**config.mk**
```make
export PLATFORM = sky130hd
export DESIGN_NAME = hex_keypad_scanner
export DESIGN_NICKNAME = d
export VERILOG_FILES = /design/src/rtl/keypad_pkg.sv /design/src/rtl/keypad_scan_timer.sv /design/src/rtl/hex_keypad_scanner.sv
export SDC_FILE = /design/constraint.sdc
export NUM_CORES = 1
export LEC_CHECK = 0
export CAP_MARGIN = 25
export CORE_MARGIN = 8
export CORE_UTILIZATION = 45
export DETAILED_ROUTE_END_ITERATION = 8
export PLACE_DENSITY_LB_ADDON = 0.2
export RECOVER_POWER = 100
export SYNTH_ARGS = -nofsm -noshare
export SYNTH_HDL_FRONTEND = slang
export SYNTH_SLANG_ARGS = --single-unit
```
**constraint.sdc**
```tcl
create_clock -name clk -period 2.45 [get_ports clk]
set_input_delay 0.49 -clock clk [delete_from_list [all_inputs] [get_ports clk]]
set_output_delay 0.49 -clock clk [all_outputs]
set_load 0.01 [all_outputs]
```
**src/rtl/keypad_pkg.sv**
```systemverilog
// Shared types and helpers for the 4x4 hex keypad scanner.
// Column drive patterns, FSM states and scan-result encoding.
package keypad_pkg;

  typedef enum logic [1:0] {
    ST_IDLE,
    ST_CONFIRM,
    ST_PRESSED,
    ST_RELEASE
  } state_t;

  typedef enum logic [1:0] {
    RES_NONE,
    RES_SINGLE,
    RES_MULTI
  } scan_res_t;

  localparam logic [1:0] COL_FIRST = 2'd3;

  function automatic logic [3:0] col_drive(
    input logic [1:0] idx
  );
    logic [3:0] pat;
    unique case (idx)
      2'd3:    pat = 4'b0111;
      2'd2:    pat = 4'b1011;
      2'd1:    pat = 4'b1101;
      default: pat = 4'b1110;
    endcase
    return pat;
  endfunction

  function automatic logic one_hot(
    input logic [3:0] v
  );
    return (v != 4'd0) &&
           ((v & (v - 4'd1)) == 4'd0);
  endfunction

  function automatic logic [1:0] low_index(
    input logic [3:0] v
  );
    logic [1:0] idx;
    case (v)
      4'b0010: idx = 2'd1;
      4'b0100: idx = 2'd2;
      4'b1000: idx = 2'd3;
      default: idx = 2'd0;
    endcase
    return idx;
  endfunction

endpackage

```
**src/rtl/keypad_scan_timer.sv**
```systemverilog
// Column scan timing: slot divider plus column index c=3,2,1,0.
// Flags the sampling cycle of each slot and the end of a full scan.
module keypad_scan_timer
  import keypad_pkg::*;
#(
  parameter int SCAN_DIV = 4
) (
  input  logic       clk,
  input  logic       reset,
  output logic [3:0] col,
  output logic [1:0] col_idx,
  output logic       sample_stb,
  output logic       scan_done
);

  localparam int DW = $clog2(SCAN_DIV);
  localparam logic [DW-1:0] DIV_LAST =
    DW'(SCAN_DIV - 1);

  logic [DW-1:0] div;

  always_ff @(posedge clk or posedge reset) begin
    if (reset) begin
      div     <= '0;
      col_idx <= COL_FIRST;
    end else if (div == DIV_LAST) begin
      div     <= '0;
      col_idx <= col_idx - 2'd1;
    end else begin
      div     <= div + DW'(1);
    end
  end

  assign sample_stb = (div == DIV_LAST);
  assign scan_done  = sample_stb &&
                      (col_idx == 2'd0);
  assign col        = col_drive(col_idx);

endmodule

```
**src/rtl/hex_keypad_scanner.sv**
```systemverilog
// 4x4 hex keypad scanner: sync, per-scan ghost detection,
// debounce FSM and a valid/ready output with overrun flag.
module hex_keypad_scanner
  import keypad_pkg::*;
#(
  parameter int SCAN_DIV       = 4,
  parameter int DEBOUNCE_SCANS = 3
) (
  input  logic       clk,
  input  logic       reset,
  output logic [3:0] col,
  input  logic [3:0] row,
  output logic [3:0] key_code,
  output logic       key_valid,
  input  logic       key_ready,
  output logic       key_held,
  output logic       overrun
);

  localparam int CW = $clog2(DEBOUNCE_SCANS + 1);
  localparam logic [CW-1:0] DB_LIM =
    CW'(DEBOUNCE_SCANS);

  logic [1:0] col_idx;
  logic       sample_stb;
  logic       scan_done;

  keypad_scan_timer #(
    .SCAN_DIV (SCAN_DIV)
  ) u_timer (
    .clk        (clk),
    .reset      (reset),
    .col        (col),
    .col_idx    (col_idx),
    .sample_stb (sample_stb),
    .scan_done  (scan_done)
  );

  logic [3:0] row_meta;
  logic [3:0] row_sync;

  always_ff @(posedge clk or posedge reset) begin
    if (reset) begin
      row_meta <= 4'hF;
      row_sync <= 4'hF;
    end else begin
      row_meta <= row;
      row_sync <= row_meta;
    end
  end

  logic [3:0] lows;
  logic       samp_hit;
  logic       samp_one;
  logic [3:0] samp_code;
  logic       hit;
  logic       multi;
  logic [3:0] acc_code;
  logic       cur_hit;
  logic       cur_multi;
  logic [3:0] cur_code;

  assign lows      = ~row_sync;
  assign samp_hit  = sample_stb && (lows != 4'd0);
  assign samp_one  = one_hot(lows);
  assign samp_code = {low_index(lows), col_idx};

  // Two hits, even in different columns, mean a
  // possible ghost and are reported as MULTI.
  assign cur_hit   = hit | samp_hit;
  assign cur_multi = multi |
                     (samp_hit && (!samp_one || hit));
  assign cur_code  = (samp_hit && !hit) ?
                     samp_code : acc_code;

  always_ff @(posedge clk or posedge reset) begin
    if (reset) begin
      hit      <= 1'b0;
      multi    <= 1'b0;
      acc_code <= 4'd0;
    end else if (scan_done) begin
      hit      <= 1'b0;
      multi    <= 1'b0;
      acc_code <= 4'd0;
    end else if (sample_stb) begin
      hit      <= cur_hit;
      multi    <= cur_multi;
      acc_code <= cur_code;
    end
  end

  scan_res_t res;

  always_comb begin
    res = RES_NONE;
    if (cur_multi)    res = RES_MULTI;
    else if (cur_hit) res = RES_SINGLE;
  end

  state_t        state, state_n;
  logic [3:0]    cand, cand_n;
  logic [CW-1:0] cnt, cnt_n;
  logic [CW-1:0] cnt_inc;
  logic          at_limit;
  logic          single;
  logic          match;
  logic          accept;

  assign single   = (res == RES_SINGLE);
  assign match    = single && (cur_code == cand);
  assign cnt_inc  = cnt + CW'(1);
  assign at_limit = (cnt_inc == DB_LIM);

  always_ff @(posedge clk or posedge reset) begin
    if (reset) begin
      state <= ST_IDLE;
      cand  <= 4'd0;
      cnt   <= '0;
    end else begin
      state <= state_n;
      cand  <= cand_n;
      cnt   <= cnt_n;
    end
  end

  always_comb begin
    state_n = state;
    cand_n  = cand;
    cnt_n   = cnt;
    accept  = 1'b0;
    if (scan_done) begin
      unique case (state)
        ST_IDLE: begin
          if (single) begin
            cand_n = cur_code;
            if (DEBOUNCE_SCANS == 1) begin
              state_n = ST_PRESSED;
              cnt_n   = '0;
              accept  = 1'b1;
            end else begin
              state_n = ST_CONFIRM;
              cnt_n   = CW'(1);
            end
          end
        end
        ST_CONFIRM: begin
          if (match) begin
            if (at_limit) begin
              state_n = ST_PRESSED;
              cnt_n   = '0;
              accept  = 1'b1;
            end else begin
              cnt_n   = cnt_inc;
            end
          end else if (single) begin
            cand_n = cur_code;
            cnt_n  = CW'(1);
          end else begin
            state_n = ST_IDLE;
            cnt_n   = '0;
          end
        end
        ST_PRESSED: begin
          if (!match) begin
            if (DEBOUNCE_SCANS == 1) begin
              state_n = ST_IDLE;
              cnt_n   = '0;
            end else begin
              state_n = ST_RELEASE;
              cnt_n   = CW'(1);
            end
          end
        end
        default: begin
          if (match) begin
            state_n = ST_PRESSED;
            cnt_n   = '0;
          end else if (at_limit) begin
            state_n = ST_IDLE;
            cnt_n   = '0;
          end else begin
            cnt_n   = cnt_inc;
          end
        end
      endcase
    end
  end

  assign key_held = (state == ST_PRESSED) ||
                    (state == ST_RELEASE);

  logic hs;
  logic take;
  logic drop;

  assign hs   = key_valid & key_ready;
  assign take = accept && (!key_valid || hs);
  assign drop = accept && key_valid && !hs;

  always_ff @(posedge clk or posedge reset) begin
    if (reset) begin
      key_code  <= 4'd0;
      key_valid <= 1'b0;
      overrun   <= 1'b0;
    end else begin
      if (take) begin
        key_code  <= cand_n;
        key_valid <= 1'b1;
      end else if (hs) begin
        key_valid <= 1'b0;
      end
      if (drop)    overrun <= 1'b1;
      else if (hs) overrun <= 1'b0;
    end
  end

endmodule

```
* After elaboration in Yosys (flattened, before gate mapping)
Index checks and enable logic that the tools add are counted.
** Storage, ports and cells
- Register bits after elaboration :: 32
- Logic and storage cells :: 102
- Memories :: 0
- Memory bits (writable) :: 0
- Latch bits :: 0
- Bits in read-only memories :: 0
- Output and inout bits :: 11
- Input bits :: 7
** Cells by class
- Reduce and logical (&&, ||, !) cells :: 26
- Mux-type cells :: 37
- Shift-type cells :: 0
- Bitwise gates (word level) :: 5
- Equality and inequality tests :: 17
- Add/sub/neg operators :: 4
- Order comparisons :: 0
- Multipliers :: 0
- Div/mod/pow operators :: 0
** Operators with widths (count)
- two-way mux 2 bit :: 13
- two-way mux 4 bit :: 6
- one-hot mux 2 bit (3 select lines) :: 3
- two-way mux 1 bit :: 13
- equality test 2 bit (second input constant) :: 6
- one-hot mux 4 bit (3 select lines) :: 1
- logical AND 1 bit :: 9
- one-hot mux 4 bit (2 select lines) :: 1
- equality test 2 x 1 -> 1 bit (second input constant) :: 3
- != test 3 bit (second input constant) :: 2
- AND reduction 6 bit :: 1
- nonzero test 2 bit :: 3
- nonzero test 5 bit :: 1
- adder 2 x 1 -> 2 bit (second input constant) :: 2
- AND 4 bit :: 1
- equality test 4 x 2 -> 1 bit (second input constant) :: 1
- equality test 4 x 3 -> 1 bit (second input constant) :: 1
- equality test 4 bit :: 1
- equality test 4 bit (second input constant) :: 1
- logical NOT 1 bit :: 4
- logical NOT 2 bit :: 2
- logical NOT 4 bit :: 1
- != test 2 bit (second input constant) :: 2
- inverter 4 bit :: 1
- other kinds (7) :: 10

* Depth between registers and ports, before layout
Gate-level depths: netlist of the first run.
- Word-level depth :: 18
- Mapped depth :: 9
- Gate-level depth less buffers :: 8

* Cells and area by module
Synthesis of the first run repeated with hierarchy kept, for this count alone.
** Unflattened totals
- Cells, all modules :: 159
- Area, all modules :: 1784.2 sq um
** By module, submodules not included
- hex_keypad_scanner :: instances 1, cells each 138, seq. area each 710.7 sq um, area an instance 1551.5 sq um
- keypad_scan_timer :: instances 1, cells each 21, seq. area each 102.6 sq um, area an instance 232.7 sq um

* Least setup slack after synthesis of the first run
No wires, ideal clock.
- Path type :: register to register
- Start point :: register u_timer.div[0]
- End point :: register state[0]
- Path slack :: 0.301 ns
- Setup time :: 0.128 ns
- Arrival :: 2.022 ns
- Buffers on the path :: 1
- Required time :: 2.322 ns
- Clock period less this slack :: 2.149 ns
- Cell stages (with the launch flop) :: 10
- Cell sequence :: dfrtp_1 > ha_1 > nor2b_1 > buf_4 > nand2_1 > mux2i_1 > o2111a_2 > nand4_1 > nand3_1 > mux2_1
** On the way
- Word-level cells in the longest chain between the ends :: 9
- Elaborated cells on any way between the ends :: 22
- Classes of those cells :: 7 x eq/ne; 6 x mux; 2 x bitwise; 7 x reduce/logical
** Ends and longest elaborated chain
- from (decl) :: RTL line keypad_scan_timer.sv:20 : logic [DW-1:0] div;
- from (signal assigned) :: RTL line keypad_scan_timer.sv:30 : div <= div + DW'(1);
- equality test 2 bit * :: RTL line keypad_scan_timer.sv:34 : assign sample_stb = (div == DIV_LAST);
- logical AND 1 bit :: RTL line hex_keypad_scanner.sv:64 : assign samp_hit = sample_stb && (lows != 4'd0);
- OR 1 bit / logical AND 1 bit (equally long branches) :: RTL line hex_keypad_scanner.sv:70, hex_keypad_scanner.sv:72
- two-way mux 1 bit / OR 1 bit (equally long branches) :: RTL line hex_keypad_scanner.sv:97, hex_keypad_scanner.sv:71
- two-way mux 2 bit :: RTL line hex_keypad_scanner.sv:96 : if (cur_multi) res = RES_MULTI;
- equality test 2 x 1 -> 1 bit :: RTL line hex_keypad_scanner.sv:109 : assign single = (res == RES_SINGLE);
- logical AND 1 bit :: RTL line hex_keypad_scanner.sv:110 : assign match = single && (cur_code == cand);
- != test 3 bit (no source line), or another cell as far along
- AND reduction 6 bit (no source line) / one-hot mux 2 bit (3 select lines) (equally long branches)
- to (signal assigned) :: RTL line hex_keypad_scanner.sv:120 : state <= state_n;
- to (decl) :: RTL line hex_keypad_scanner.sv:100 : state_t state, state_n;
Mark *: on every way between the ends. The rest lies on a longest branch, timed or not.
A chain may end at the register's enable or synchronous reset.

* Worst setup path after layout of the first run
- Start point :: register u_timer.col_idx[0]
- End point :: output col[2]
** On the way
- Word-level cells in the longest chain between the ends :: 2
- Elaborated cells on any way between the ends :: 4
- Classes of those cells :: 3 x eq/ne; 1 x mux
** Ends and longest elaborated chain
- from (decl) :: RTL line keypad_scan_timer.sv:11 : output logic [1:0] col_idx,
- from (signal assigned) :: RTL line keypad_scan_timer.sv:28 : col_idx <= col_idx - 2'd1;
- equality test 2 x 1 -> 1 bit / equality test 2 bit (equally long branches) :: RTL line keypad_pkg.sv:24 : unique case (idx)
- one-hot mux 4 bit (3 select lines) * :: RTL line keypad_pkg.sv:24
- to (decl) :: RTL line hex_keypad_scanner.sv:11 : output logic [3:0] col,
Marked as above.

==> results of run 1 <==
==> worst max-delay path: stages (launching register included) <==
cell           delay (ns)
dfstp_2              0.60
inv_1                0.11
ha_1                 0.20
inv_1                0.05
dlygate4sd3_1        0.60
==> metal layers <==
layer	GRT usage (%)	part of all wire, %	up-vias	wire [um]
li1	-	-	638	-
met1	13.4	45	642	1580
met2	21.0	51	23	1790
met3	3.05	2.7	8	94
met4	6.11	2.2	0	78
met5	0	0	-	0
==> worst max-delay path by stage <==
stage                        from           to  slack (ns)  depth (start not counted)
2_1_floorplan      u_timer.div[0]     state[0]        0.30                          9
3_3_place_gp          row_sync[2]  key_code[0]        0.20                          7
3_5_place_dp          row_sync[2]  key_code[2]        0.17                          7
4_1_cts               row_sync[2]  key_code[1]        0.11                          7
5_1_grt        u_timer.col_idx[1]       col[0]       0.007                          4
6_report       u_timer.col_idx[0]       col[2]        0.12                          4
==> layout make-up <==
type / instances / area [sq um] / share of cell area, %
inverters: 15 / 56.3 / 2.63
flip-flops and latches: 32 / 813 / 38.0
well taps: 50 / 62.6 / 2.92
clock buffers: 7 / 96.3 / 4.50
repair buffers: 21 / 198 / 9.23
clock inverters: 1 / 30.0 / 1.40
multi-input cells: 117 / 886 / 41.4
==> power by group <==
group	internal (uW)	switching (uW)	total, uW
clock	359	197	556
combinational	49.8	59.6	109
sequential	554	25.8	580
==> stage by stage <==
stage                     hold slack (ns)  power, uW  utilization [%]  std cells
after floorplan                     0.345        667                -        171
after global placement              0.346        695             51.4        235
after detailed placement            0.348        699             51.4        235
after CTS                           0.357       1260             54.6        243
after global routing                0.362       1290             54.7        243
final                               0.350       1250             54.7        243
==> placed cells by master (no fill, tap or decap), types with 3 or more instances in the layout <==
master and instances:
a21oi_1 8, nand4_1 3, dfrtp_1 22, dfstp_2 9, nand2_1 18, clkdlybuf4s50_1 4
buf_4 3, ha_1 11, mux2_2 4, a31oi_1 5, nor2_1 8, xnor2_1 5
a22o_1 3, nand3_1 3, mux2_4 4, inv_1 15, o21ai_0 3, clkbuf_8 7
dlygate4sd3_1 13
==> state kept, by name, indices dropped and copies added, names as in the netlist, named ones only <==
register,flops
acc_code,4
cand,4
key_code,4
row_meta,4
row_sync,4
cnt,2
u_timer.col_idx,2
u_timer.div,2
hit,1
key_valid,1
multi,1
overrun,1
state,1
==> cell families after synthesis <==
| logic type | Yosys count | share of synthesized area (%) |
|---|---|---|
| adder cells (fa/ha/maj) | 12 | 8.22 |
| AO/OA/AOI/OAI | 38 | 15.6 |
| AND/OR/NAND/NOR | 49 | 14.1 |
| flip-flops | 32 | 45.3 |
| buffers and inverters | 22 | 5.78 |
| multiplexers | 11 | 7.60 |
| XOR/XNOR | 7 | 3.41 |
==> flow_summary_export.csv, run 1 <==
group,metric,value,unit
synthesis,synth_cells,171,
hold_path,hp-class,"reg -> reg",
drt,wl_per_cell,14.6,um
synthesis,ys_seq_elements,32,
sta,setup_viol,0,
hold_path,holdPathStages,0,
clocking,clkSinkCount,32,
drt,drt_first_pass_iters,4,
critical_path,rr_worst_depth,7,
placement,gp_congestion,0.898,
synthesis,synthFlopType,"dfrtp_1",
hold_path,holdPathEnd,"row_sync[1]",
synthesis,synth_top_area_share,30.7,%
clocking,ctsLongestPathBuffers,2,
floorplanning,core-area,3910,sq um
drt,drt-total-wl,3.54,mm
floorplanning,start_util,45.9,%
floorplanning,rows,23,
critical_path,crit_type,"reg -> out",
critical_path,required,1.96,ns
synthesis,ys_top_cells_by_area,"dfrtp_1 (31%), dfstp_2 (15%), ha_1 (7.7%)",
critical_path,critPathMaxFanout,6,
synthesis,syn-cell-area,1800,sq um
clocking,clk_pin_slew,0.07,ns
clocking,root_buffer,"clkbuf_8",
global_routing,grt_overflow,0,
global_routing,grt_pass1_wl,6.06,mm
sta,final.setup.tns,0,ns
placement,dp_hpwl,2.57,mm
critical_path,r2r_end,"key_code[1]",
clocking,cts_setup_buffers,0,
synthesis,synth_top_area_cell,"dfrtp_1",
outcome,status,"finished, final reports clean",
floorplanning,die_w,79.2,um
final_layout,syn_to_final_growth,19.3,%
final_layout,diodes,0,
drt,viasPerCell,5.40,
drt,drt_iter0_markers,53,
synthesis,ys_warn_count,0,
final_layout,fillers,332,
sta,fin_crit_sh,95.3,%
sta,clock_skew,0.00964,ns
drt,vias,1311,
sta,relSlewSlack,47.3,%
critical_path,endpoint_kind,"output port",
synthesis,synth_most_common_cell,"dfrtp_1",
sta,fin_crit,2.33,ns
global_routing,grt_pass1_vias,1361,
pwr,ir_drop,0.000375,V
sta,worst_slack,0.115,ns
synthesis,synthDistinctLibCells,50,
clocking,cts_tree,"yes",
clocking,worst_skew_pair.late_latency,0.29,ns
final_layout,fin_nets,210,
sta,grt_setup_unrepaired,"no",
clocking,h-tree-depth,2,
clocking,hold_buffers,0,
global_routing,antenna_found_initial,0,
global_routing,grt_usage,12.1,%
placement,place_area,2010,sq um
placement,port_buffers,17,
drt,ant_nets,0,
pwr,power.density,581,nW/um^2
final_layout,final_cell_area,2140,sq um
synthesis,yosysSeqAreaShare,45.3,%
synthesis,synth_enable_flop_cells,0,
floorplanning,io_pins,18,
global_routing,grt_max_degree,33,
sta,worstMarginPinSlew,0.791,ns
sta,clock.fmax,428,MHz
hold_path,worstHoldStart,"row_meta[1]",
drt,drc_errors,0,
placement,place_ws,0.173,ns
critical_path,start_kind,"flip-flop",
synthesis,synth_common_cells,"dfrtp_1 (22), nand2_1 (18), inv_1 (15)",
clocking,postCtsResizedCells,0,
synthesis,syn_area_per_cell,10.5,sq um
critical_path,crit_arrival,1.84,ns
floorplanning,die_h,79.2,um
critical_path,reg2reg_slack,0.13,ns
run,max_cap_viol_count,0,
pwr,leakagePower,0.000971,uW
critical_path,reg2reg_from,"row_sync[2]",
final_layout,drive_above_1_share,22.3,%
synthesis,synth_nets,189,
floorplanning,floorplan.die_area,6270,sq um
clocking,numCtsBuffers,5,
sta,hold_violations,0,
synthesis,async_reset_ff_share,100,%
sta,drv_slew,0,
(Power assumes the default switching activity.)
==> run 2, diff against run 1 <==
--- a/config.mk
+++ b/config.mk
@@ -9,6 +9,7 @@
 export CORE_MARGIN = 8
 export CORE_UTILIZATION = 45
 export DETAILED_ROUTE_END_ITERATION = 8
+export DONT_BUFFER_PORTS = 1
 export PLACE_DENSITY_LB_ADDON = 0.2
 export RECOVER_POWER = 100
 export SYNTH_ARGS = -nofsm -noshare
==> run 2 against run 1 <==
Critical path depth rose by 3. First-iteration DRC count fell by 45%. Clock skew fell by 0.00093 ns. Register-to-register slack improved by 0.06 ns. Non-clock buffer count fell by 17. Routed wire length fell by 6.9%. Clock power fell by 20%. Sequential cell count did not move. Total power fell by 9.9%. Die area did not move. Combinational power fell by 10%. Highest routed layer unchanged.
==> flow_summary_export.csv, run 2 (synthesis results as in run 1) <==
group,metric,value,unit
sta,fin_crit,2.26,ns
run,max_cap_viol_count,0,
final_layout,fin_cells,226,
floorplanning,rows,23,
placement,gp_congestion,0.828,
clocking,ctsLongestPathBuffers,2,
placement,dp_hpwl,2.53,mm
global_routing,grt_util_met2,18.3,%
hold_path,hp-class,"in -> reg",
sta,worst_slack,0.187,ns
sta,clock.fmax,442,MHz
floorplanning,core-area,3910,sq um
floorplanning,die_h,79.2,um
drt,wl_per_cell,14.6,um
critical_path,rr_worst_depth,7,
critical_path,crit_type,"reg -> reg",
critical_path,endpoint_kind,"flip-flop",
floorplanning,io_pins,18,
pwr,ir_drop,0.000374,V
floorplanning,floorplan.die_area,6270,sq um
sta,fin_crit_sh,92.4,%
critical_path,critPathMaxFanout,11,
critical_path,critPathMaxStageDelay,0.64,ns
critical_path,critPathSlowestCell,"dfstp_2",
placement,placed_cells,218,
drt,viasPerCell,5.42,
critical_path,required,2.62,ns
sta,relSlewSlack,10.8,%
clocking,worst_skew_pair.late_latency,0.29,ns
global_routing,grt_max_degree,27,
final_layout,mostFrequentLayoutCell,"dfrtp_1",
sta,grt_setup_unrepaired,"no",
placement,port_buffers,0,
sta,worstMarginPinSlew,1.34,ns
pwr,power.total,1120,uW
outcome,status,"finished, final reports clean",
critical_path,start_kind,"flip-flop",
hold_path,holdPathStages,0,
drt,drt_iter0_markers,29,
sta,final.setup.tns,0,ns
sta,hold_violations,0,
pwr,leakagePower,0.000876,uW
drt,vias,1226,
drt,drt_first_pass_iters,4,
clocking,clkSinkCount,32,
global_routing,grt_pass1_vias,1260,
global_routing,grt_overflow,0,
clocking,cts_setup_buffers,0,
global_routing,grt.busiest_layer,"met2",
clocking,clk_pin_slew,0.06,ns
floorplanning,die_w,79.2,um
global_routing,grt_pass1_wl,5.69,mm
global_routing,grt_usage,11.4,%
clocking,cts_tree,"yes",
global_routing,grtUsageMet1,13.2,%
global_routing,antenna_found_initial,0,
sta,clock_skew,0.00871,ns
final_layout,final_cell_mix,"dfrtp_1 (22), nand2_1 (18), inv_1 (15)",
pwr,power.density,582,nW/um^2
global_routing,met3_usage,3.84,%
final_layout,drive_above_1_share,19.3,%
placement,place_ws,0.0493,ns
final_layout,diodes,0,
clocking,root_buffer,"clkbuf_8",
sta,hold_ws,0.200,ns
clocking,h-tree-depth,2,
final_layout,syn_to_final_growth,7.39,%
drt,drc_errors,0,
clocking,numCtsBuffers,5,
critical_path,crit_chain,"nand4_2 > a211oi_2 > a31oi_2 > nor2_2 > o21a_2 > mux2_1 > mux2_2",
sta,setup_viol,0,
critical_path,crit_arrival,2.43,ns
final_layout,fin_nets,193,
floorplanning,start_util,45.9,%
sta,drv_slew,0,
drt,drt-total-wl,3.29,mm
drt,ant_nets,0,
==> run 2: cell types whose count changed in the layout (fill, tap and decap cells not counted), sizes merged <==
cell           before  now
clkdlybuf4s50       4    0
dlygate4sd3        13    0
bufinv              1    0
clkbuf              8    9
==> run 2: path summary, 6_finish.rpt <==
kind / slack, ns / from / end
worst max register to register: 0.19 / row_sync[3] / key_code[1]
worst min-delay path: 0.20 / row[0] / row_meta[0]
worst max-delay path: 0.19 / row_sync[3] / key_code[1]
worst min register to register: 0.35 / row_meta[3] / row_sync[3]
min in group asynchronous: 0.25 / reset / row_sync[3]
max in group asynchronous: 0.93 / reset / u_timer.div[1]
==> run 2: per-layer routing <==
metal  vias to the layer above  wire length [um]
li1                        603                 -
met1                       599              1480
met2                        18              1630
met3                         6               112
met4                         0                65
met5                         -                 0
==> run 2: stage by stage <==
stage	cell area [sq um]	util, %
after detailed placement	1840	47.0
after CTS	1940	49.6
after floorplan	1800	-
final	1930	49.3
after global routing	1930	49.3
after global placement	1840	47.0
==> run 2: worst max-delay path: cells and delay by family (launching register included) <==
family / cells / cell delay (ns)
flops: 1 / 0.64
compound gates: 3 / 0.60
mux: 2 / 0.61
simple gates: 2 / 0.29
==> run 2: area by class of cell <==
| cell class | count | area (sq um) |
|---|---|---|
| Fill cell | 392 | 1990 |
| Multi-Input combinational cell | 117 | 870 |
| Sequential cell | 32 | 813 |
| Clock buffer | 8 | 100 |
| Tap cell | 50 | 62.6 |
| Inverter | 15 | 56.3 |
| Timing Repair Buffer | 4 | 26.3 |
==> run 2: where the power goes <==
part	switching, uW	internal, uW
clock	189	256
combinational	56.2	41.6
sequential	25.4	554
total	270	852
==> run 2: what timing repair did <==
action / in CTS / in global routing
hold buffers: 0 / 0
setup endpoints to repair: 0 / 8
resized for setup: 0 / 2
